[src/rtl/pipe_ctrl_fsm.sv]
// Stall/flush sequencer for the 5-stage pipeline: arbitrates memory waits, redirects,
// hazards and the HALT drain, and counts cycles in which the PC is held.
module pipe_ctrl_fsm #(
  parameter int DRAIN_CYCLES = 3,
  parameter int CNT_W        = 16
) (
  input  logic             clk,
  input  logic             rst_n,
  input  logic             hz_stall,
  input  logic             br_stall,
  input  logic             redirect,
  input  logic             imem_stall,
  input  logic             imem_done,
  input  logic             dmem_stall,
  input  logic             dmem_done,
  input  logic             halt_id,
  output logic             pc_we,
  output logic             ifid_we,
  output logic             ifid_flush,
  output logic             idex_bubble,
  output logic             exmem_we,
  output logic             memwb_we,
  output logic             halted,
  output logic [CNT_W-1:0] stall_cnt
);

  typedef enum logic [2:0] {S_RUN, S_DWAIT, S_IWAIT, S_DRAIN, S_HALTED} state_t;

  localparam int DW = (DRAIN_CYCLES > 1) ? $clog2(DRAIN_CYCLES) : 1;
  localparam logic [DW-1:0] DRAIN_INIT = DW'(DRAIN_CYCLES - 1);

  state_t        state, state_nx;
  logic          redir_pend, pend_nx;
  logic          ret_drain, ret_nx;
  logic          fetch_held, held_nx;
  logic [DW-1:0] drain_cnt, cnt_nx;

  always_comb begin
    pc_we       = 1'b1;
    ifid_we     = 1'b1;
    ifid_flush  = 1'b0;
    idex_bubble = 1'b0;
    exmem_we    = 1'b1;
    memwb_we    = 1'b1;
    state_nx    = state;
    pend_nx     = redir_pend;
    ret_nx      = ret_drain;
    held_nx     = fetch_held;
    cnt_nx      = drain_cnt;
    case (state)
      S_RUN: begin
        if (dmem_stall) begin
          {pc_we, ifid_we, exmem_we, memwb_we} = 4'b0000;
          pend_nx  = redirect;
          ret_nx   = 1'b0;
          state_nx = S_DWAIT;
        end else if (redirect) begin
          ifid_flush  = 1'b1;
          idex_bubble = 1'b1;
        end else if (imem_stall) begin
          pc_we      = 1'b0;
          ifid_flush = 1'b1;
          state_nx   = S_IWAIT;
        end else if (halt_id) begin
          pc_we    = 1'b0;
          ifid_we  = 1'b0;
          cnt_nx   = DRAIN_INIT;
          state_nx = S_DRAIN;
        end else if (hz_stall || br_stall) begin
          pc_we       = 1'b0;
          ifid_we     = 1'b0;
          idex_bubble = 1'b1;
        end
      end
      S_DWAIT: begin
        if (!dmem_done) begin
          {pc_we, ifid_we, exmem_we, memwb_we} = 4'b0000;
          pend_nx = redir_pend | redirect;
        end else if (redir_pend || redirect) begin
          // A redirect owed across the freeze also cancels a pending drain.
          ifid_flush  = 1'b1;
          idex_bubble = 1'b1;
          pend_nx     = 1'b0;
          state_nx    = S_RUN;
        end else if (ret_drain) begin
          pc_we       = 1'b0;
          ifid_flush  = 1'b1;
          idex_bubble = 1'b1;
          if (drain_cnt == '0) state_nx = S_HALTED;
          else begin
            cnt_nx   = drain_cnt - 1'b1;
            state_nx = S_DRAIN;
          end
        end else begin
          state_nx = S_RUN;
        end
      end
      S_IWAIT: begin
        if (dmem_stall) begin
          // Fetch completion seen under a data freeze is held until the freeze lifts.
          {pc_we, ifid_we, exmem_we, memwb_we} = 4'b0000;
          pend_nx = redir_pend | redirect;
          held_nx = fetch_held | imem_done;
        end else if (imem_done || fetch_held) begin
          ifid_flush  = redir_pend | redirect;
          idex_bubble = redir_pend | redirect;
          pend_nx     = 1'b0;
          held_nx     = 1'b0;
          state_nx    = S_RUN;
        end else begin
          pc_we      = 1'b0;
          ifid_flush = 1'b1;
          pend_nx    = redir_pend | redirect;
        end
      end
      S_DRAIN: begin
        if (dmem_stall) begin
          {pc_we, ifid_we, exmem_we, memwb_we} = 4'b0000;
          pend_nx  = redirect;
          ret_nx   = 1'b1;
          state_nx = S_DWAIT;
        end else if (redirect) begin
          ifid_flush  = 1'b1;
          idex_bubble = 1'b1;
          state_nx    = S_RUN;
        end else begin
          pc_we       = 1'b0;
          ifid_flush  = 1'b1;
          idex_bubble = 1'b1;
          if (drain_cnt == '0) state_nx = S_HALTED;
          else cnt_nx = drain_cnt - 1'b1;
        end
      end
      S_HALTED: begin
        {pc_we, ifid_we, exmem_we, memwb_we} = 4'b0000;
      end
      default: begin
        state_nx = S_RUN;
      end
    endcase
  end

  always_ff @(posedge clk) begin
    if (!rst_n) begin
      state      <= S_RUN;
      redir_pend <= 1'b0;
      ret_drain  <= 1'b0;
      fetch_held <= 1'b0;
      drain_cnt  <= '0;
      halted     <= 1'b0;
      stall_cnt  <= '0;
    end else begin
      state      <= state_nx;
      redir_pend <= pend_nx;
      ret_drain  <= ret_nx;
      fetch_held <= held_nx;
      drain_cnt  <= cnt_nx;
      halted     <= (state_nx == S_HALTED);
      if (!pc_we && state != S_HALTED && stall_cnt != {CNT_W{1'b1}})
        stall_cnt <= stall_cnt + 1'b1;
    end
  end

endmodule

[config.mk]
export PLATFORM = sky130hd
export DESIGN_NAME = pipe_ctrl_fsm
export DESIGN_NICKNAME = d
export VERILOG_FILES = /design/src/rtl/pipe_ctrl_fsm.sv
export SDC_FILE = /design/constraint.sdc
export NUM_CORES = 1
export LEC_CHECK = 0
export CAP_MARGIN = 20
export CORE_MARGIN = 10
export CORE_UTILIZATION = 45
export CTS_CLUSTER_DIAMETER = 40
export DETAILED_ROUTE_END_ITERATION = 10
export PLACE_DENSITY = 0.83
export SLEW_MARGIN = 20
export SYNTH_ARGS = -nofsm -noshare
export SYNTH_HDL_FRONTEND = slang
export SYNTH_SLANG_ARGS = --single-unit
export TNS_END_PERCENT = 50
[constraint.sdc]
create_clock -name clk -period 3.3 [get_ports clk]
set_input_delay 0.825 -clock clk [delete_from_list [all_inputs] [get_ports clk]]
set_output_delay 0.825 -clock clk [all_outputs]
set_load 0.02 [all_outputs]
==> results of run 1 <==
final timing paths:
check	start	end
max reg2reg	state[1]	stall_cnt[13]
max	dmem_stall	pc_we
min reg2reg	stall_cnt[1]	stall_cnt[1]
min	stall_cnt[1]	stall_cnt[1]
final cells by class:
cell class,instances,area (um^2),area share
well taps,46,57.6,0.0278
clock buffers,3,22.5,0.0109
clock inverters,1,7.51,0.00362
flip-flops and latches,25,500,0.242
repair buffers,53,467,0.225
inverters,9,33.8,0.0163
multi-input cells,156,983,0.475
sequential cells by signal, summed over array words and instances (netlist names):
signal / cells
drain_cnt: 2
stall_cnt: 16
redir_pend: 1
ret_drain: 1
state: 3
halted: 1
fetch_held: 1
metrics by stage:
step           hold WS [ns]  cell area (um^2)  utilization  setup TNS [ns]  std cells
5_1_grt               0.526              2070        0.621               0        293
6_report              0.503              2070        0.621               0        293
3_5_place_dp          0.486              2040        0.610          -0.762        289
3_3_place_gp          0.484              2040        0.610          -0.635        289
4_1_cts               0.504              2080        0.622               0        293
2_1_floorplan         0.460              1560            -               0        202
cell families after synthesis:
| logic type | share of synthesized area |
|---|---|
| AO/OA/AOI/OAI | 0.229 |
| adder cells (fa/ha/maj) | 0.0241 |
| buffers and inverters | 0.0571 |
| flip-flops | 0.322 |
| XOR/XNOR | 0.0451 |
| AND/OR/NAND/NOR | 0.310 |
| multiplexers | 0.0129 |
power by group:
part / leakage (uW) / total, uW / internal (uW) / switching (uW)
sequential: 0.000203 / 334 / 314 / 20.4
combinational: 0.000561 / 199 / 94.6 / 104
clock: 0.0000139 / 140 / 46.3 / 94.1
total: 0.000777 / 673 / 455 / 219
tightest hold or removal path, cell delays in order (launching register included):
cell and delay (ns):
dfxtp_1 0.36, nand2_1 0.06, a21oi_1 0.05
metal layers:
layer,vias to the layer above,routed length (um),track usage
met2,49,1950,0.206
met4,0,54,0.0412
met5,-,0,0
li1,826,-,-
met1,777,1830,0.158
met3,6,244,0.0372
synthesized netlist by cell type (3+ instances only):
cell      number
nor2_1        30
dfxtp_1       25
nand2_1       16
o21ai_0       12
a21oi_1       10
inv_1          9
nand3_1        9
clkbuf_1       8
nor3_1         8
nor4_1         7
xnor2_1        7
a31oi_1        4
and3_1         4
o21a_1         4
ha_1           3
o22ai_1        3
what timing repair did:
item,in CTS,in global routing
hold buffers,0,0
gates resized for setup,9,3
setup endpoints to repair,6,1
==> out/qor.csv, run 1 <==
metric;value;unit
grt_start_max_net_pins;21;
postRouteAntennaNets;0;
synth_top_area_cell;dfxtp_1;
hp-class;reg -> reg;
crit_arrival;2.37;ns
num_antenna_cells;0;
grt_pass1_wl;6.82;mm
gp_congestion;0.936;
num_rows;21;
start_util;0.466;
mostFrequentLayoutCells;nor2_1, clkdlybuf4s50_1, dfxtp_1;
syn_area_per_cell;7.70;um^2
synth_flop_cell;dfxtp_1;
critical-path-top-delay-family;buffers and inverters;
crit_type;in -> out;
drc;0;
worst_slew_pin_slew;0.594;ns
min_period_over_period;0.967;
fin_nets;261;
holdPathStages;2;
hpwlAfterDp;3.13;mm
mostFrequentLayoutCell;nor2_1;
wl_per_cell;13.9;um
worstPathMaxFanout;5;
post-place-ws;-0.170;ns
io_buffers;32;
syn-cell-area;0.00156;mm^2
area_delta_synth_final;33.2;%
synth_cells;202;
vias;1658;
power.total;673;uW
path_buf_inv;3;
firstDrtPassIters;4;
synthesis.nets;215;
cts_buffer_depth;2;
period_minus_slack;3.19;ns
ir_drop;0.275;mV
grt_util_all_layers;0.127;
status;complete, no violations;
synth_edf_count;0;
cap_violations;0;
powerDensity;325;mW/mm^2
ys_seq_area_frac;0.322;
netlist_top_cells_area;dfxtp_1, nor2_1, xnor2_1;
ys_types;49;
drive_above_1_share;0.154;
path_cells;clkdlybuf4s50_1 -> nor4bb_2 -> buf_4 -> a32oi_2 -> nand3_1 -> dlygate4sd2_1;
core_area;0.00334;mm^2
fillerInstances;306;
r2r_setup_slack;0.77;ns
grt_pass1_vias;1527;
die_area;0.00621;mm^2
setup_violations;0;
cts_tree;built;
cts_sinks;25;
drv_slew;0;
crit_required;2.47;ns
crit_path_start_kind;input port;
worst_slack;0.109;ns
ys_ff_latch;25;
worst_path_largest_cell_delay;0.51;ns
maxSlewHeadroom;0.604;
dr.first_iter.drc_count;117;
antenna_found_initial;0;
rsz0062_at_grt;no;
ys_warn_count;0;
path_clk_slew;0.13;ns
overflow;0;
cts_buffers;3;
wl;4.08;mm
clockRootBuffer;clkbuf_4;
crit_slowest_cell;clkdlybuf4s50_1;
fin_skew;0.00542;ns
htreeDepth;1;
hold_viol;0;
die_width;78.8;um
boundaryPins;33;
end_kind;primary output;
p_leak;0.000777;uW
via_per_inst;5.66;
async_flop_share;0;
synth_top_area_frac;0.322;
rr_worst_depth;10;
worst_skew_pair.late_latency;0.32;ns
cp_num_cells;6;
post-cts-setup-buffers;0;
die_h;78.8;um
max_clock_freq;0.313;GHz
Power figures use the tool's default switching activity.
==> inputs of run 2 (changes only) <==
- SETUP_SLACK_MARGIN: not set -> 0.5
==> out/qor.csv, run 2 (same netlist as run 1, synthesis figures left out) <==
metric;value;unit
status;complete, no violations;
wl_per_cell;14.9;um
crit_slowest_cell;clkdlybuf4s50_1;
fin_tns_setup;0;ns
fillerInstances;294;
postRouteAntennaNets;0;
drc;0;
io_buffers;32;
p_leak;0.000829;uW
path_cells;clkdlybuf4s50_1 -> nor4_2 -> o21ai_1 -> nand3_2 -> buf_6;
p_int;461;uW
path_clk_slew;0.12;ns
reg_top3;stall_cnt x16, state x3, drain_cnt x2;
period_minus_slack;2.76;ns
drv_slew;0;
switching_share;0.325;
crit_arrival;1.94;ns
p_switching;222;uW
rsz0062_at_grt;yes;
hp-start;stall_cnt[1];
worst_skew_pair.late_latency;0.31;ns
max_clock_freq;0.362;GHz
pwr-share-seq;0.492;
min_period_over_period;0.837;
grt_pass1_wl;7.02;mm
via_per_inst;5.72;
die_area;0.00621;mm^2
hold_viol;0;
largest_register_ffs;16;
crit_path_start_kind;input port;
end_kind;primary output;
maxSlewHeadroom;0.585;
postLayoutCellArea;0.00213;mm^2
grt_pass1_vias;1551;
hpwlAfterDp;3.18;mm
boundaryPins;33;
num_antenna_cells;0;
overflow;0;
clockRootBuffer;clkbuf_4;
r2r-start;state[1];
p_comb_frac;0.314;
htreeDepth;1;
regMostFlops;stall_cnt;
grt_start_max_net_pins;21;
p_clk_frac;0.194;
gp_congestion;0.938;
die_width;78.8;um
worst_slew_pin_slew;0.622;ns
worst_path_largest_cell_delay;0.52;ns
cts_tree;built;
cts_buffer_depth;2;
crit_type;in -> out;
die_h;78.8;um
antenna_found_initial;0;
place_area;0.00204;mm^2
num_rows;21;
worstPathMaxFanout;3;
dr.first_iter.drc_count;137;
wl;4.42;mm
cts_buffers;3;
vias;1693;
ir_drop;0.218;mV
worstSetupStartpoint;hz_stall;
setup_violations;0;
fin_skew;0.00589;ns
drive_above_1_share;0.224;
core_area;0.00334;mm^2
area_delta_synth_final;37.2;%
mostFrequentLayoutCell;nor2_1;
mostFrequentLayoutCells;nor2_1, dfxtp_1, buf_4;
start_util;0.466;
crit_required;2.47;ns
powerDensity;320;mW/mm^2
hp-class;reg -> reg;
grt_util_all_layers;0.134;
firstDrtPassIters;4;
cap_violations;0;
cts_sinks;25;
fin_nets;264;
[run 2: power by group through the flow]
stage	logic, uW	registers, uW	clock network (uW)
final	214	335	133
after global routing	230	338	153
after CTS	205	334	136
after detailed placement	207	340	0
after global placement	204	339	0
after floorplan	117	337	0
[run 2: path summary, 6_finish.rpt]
kind                                endpoint  slack, ns  depth (start not counted)
worst max-delay path                   pc_we       0.54                          5
worst min register to register  stall_cnt[1]       0.51                          2
worst min-delay path            stall_cnt[1]       0.51                          2
worst max register to register  stall_cnt[8]       0.72                          9
[run 2: metal layers]
layer  vias up  share of wire  GRT usage
met1       800           0.42      0.158
met4         0          0.017     0.0520
li1        831              -          -
met2        56           0.51      0.225
met3         6          0.059     0.0372
met5         -              0          0
[run 2: stage by stage]
step / util / hold WS (ns) / setup slack [ns] / total power (uW) / instances
floorplan: - / 0.460 / 0.578 / 455 / 202
finish: 0.639 / 0.506 / 0.539 / 682 / 296
global placement: 0.610 / 0.482 / -0.121 / 543 / 289
CTS: 0.626 / 0.506 / 0.464 / 675 / 295
detailed placement: 0.610 / 0.488 / -0.182 / 547 / 289
global route: 0.639 / 0.535 / 0.468 / 721 / 296
[run 2: layout make-up]
cell class	instances	area, um^2	area share
Timing Repair Buffer	56	474	0.222
Inverter	9	33.8	0.0158
Clock buffer	4	26.3	0.0123
Sequential cell	25	502	0.235
Multi-Input combinational cell	156	1040	0.487
Tap cell	46	57.6	0.0270
[run 2: what timing repair did]
item / CTS / global route
endpoints found under the setup margin: 10 / 11
gates resized for setup: 40 / 13
pin swaps: 6 / 4
hold buffers: 0 / 0
setup buffers: 2 / 1
[run 2: worst max-delay path: cells and delay by family]
kind	cells	cell delay, ns
compound gates	1	0.24
buf+inv	2	0.67
simple gates	2	0.19
==> inputs of run 3 (changes only) <==
- clock period: 3.3 -> 2.8 ns (I/O delays scaled with it)
==> out/qor.csv, run 3 (same netlist as run 1, synthesis figures left out) <==
metric;value;unit
hold_viol;0;
io_buffers;32;
firstDrtPassIters;4;
drive_above_1_share;0.327;
dr.first_iter.drc_count;116;
hp-class;reg -> reg;
area_delta_synth_final;47.1;%
r2r-start;ret_drain;
crit_required;2.10;ns
min_period_over_period;0.856;
cts_buffer_depth;2;
rsz0062_at_grt;yes;
drv_slew;0;
worst_slew_pin_slew;0.662;ns
r2r_setup_slack;0.51;ns
fin_nets;274;
worstPathMaxFanout;4;
p_leak;0.000887;uW
num_antenna_cells;0;
postRouteAntennaNets;0;
period_minus_slack;2.40;ns
rr_worst_depth;7;
cts_buffers;3;
ir_drop;0.222;mV
worstSetupStartpoint;redirect;
regMostFlops;stall_cnt;
setup_violations;0;
max_clock_freq;0.417;GHz
start_util;0.466;
place_area;0.00212;mm^2
via_per_inst;5.75;
cts_tree;built;
cap_violations;0;
post-place-ws;-0.398;ns
grt_start_max_net_pins;21;
core_area;0.00334;mm^2
htreeDepth;1;
drc;0;
status;complete, no violations;
crit_path_start_kind;input port;
clockRootBuffer;clkbuf_4;
mostFrequentLayoutCells;buf_4, nor2_1, dfxtp_1;
postLayoutCellArea;0.00229;mm^2
power.total;836;uW
utilization;0.686;
num_rows;21;
die_width;78.8;um
die_area;0.00621;mm^2
crit_type;in -> out;
timing.rr.end;stall_cnt[8];
powerDensity;365;mW/mm^2
worst_skew_pair.late_latency;0.32;ns
end_kind;primary output;
hold_buffers;0;
hpwlAfterDp;3.33;mm
mostFrequentLayoutCell;buf_4;
crit_arrival;1.70;ns
endpoint;pc_we;
grt_pass1_wl;7.52;mm
dp_cells;298;
largest_register_ffs;16;
cts_sinks;25;
fin_skew;0.0112;ns
fin_cells;306;
gp_congestion;0.920;
wl_per_cell;15.0;um
grt_pass1_vias;1660;
die_h;78.8;um
vias;1759;
antenna_found_initial;0;
path_clk_slew;0.12;ns
reg_top3;stall_cnt x16, state x3, drain_cnt x2;
worst_slack;0.404;ns
maxSlewHeadroom;0.558;
wl;4.60;mm
boundaryPins;33;
overflow;0;
grt_util_all_layers;0.143;
## run 3: routing by layer
layer  share of wire  vias up  global-route usage
li1                -      848                   -
met1            0.43      849               0.170
met2            0.49       51               0.243
met3           0.053       11              0.0394
met4           0.020        0              0.0466
met5               0        -                   0
## run 3: where the power goes
group,internal [uW],switching [uW]
logic,139,151
clock network,53.5,104
registers,370,18.1
## run 3: how the worst min path moves through the flow
stage / start / to / slack (ns) / cells past startpoint
floorplan: fetch_held / fetch_held / 0.46 / 2
global placement: stall_cnt[1] / stall_cnt[1] / 0.48 / 2
detailed placement: drain_cnt[1] / drain_cnt[1] / 0.49 / 2
CTS: drain_cnt[1] / drain_cnt[1] / 0.51 / 2
global route: stall_cnt[1] / stall_cnt[1] / 0.54 / 2
finish: drain_cnt[1] / drain_cnt[1] / 0.51 / 2
## run 3: what timing repair did
action | 4_1_cts | 5_1_grt
resized for setup | 66 | 23
pin swaps | 10 | 7
endpoints found under the setup margin | 22 | 19
buffers inserted | 3 | 1
gates cloned | 0 | 0
## run 3: critical path, cell delays in order
cell and delay (ns):
buf_6 0.10, or3b_4 0.38, a32oi_2 0.25, nand3_1 0.12, buf_6 0.15
## run 3: area by class of cell
class,count,area (um^2)
multi-input combinational,156,1100
fill,254,1050
timing repair buffer,66,557
sequential,25,509
tap,46,57.6
inverter,9,33.8
clock buffer,3,22.5
clock inverter,1,5.00
## run 3: through the flow
stage	hold WS, ns	setup TNS, ns
floorplan	0.460	0
global placement	0.483	-3.03
detailed placement	0.491	-3.67
CTS	0.508	0
global route	0.538	0
finish	0.507	0
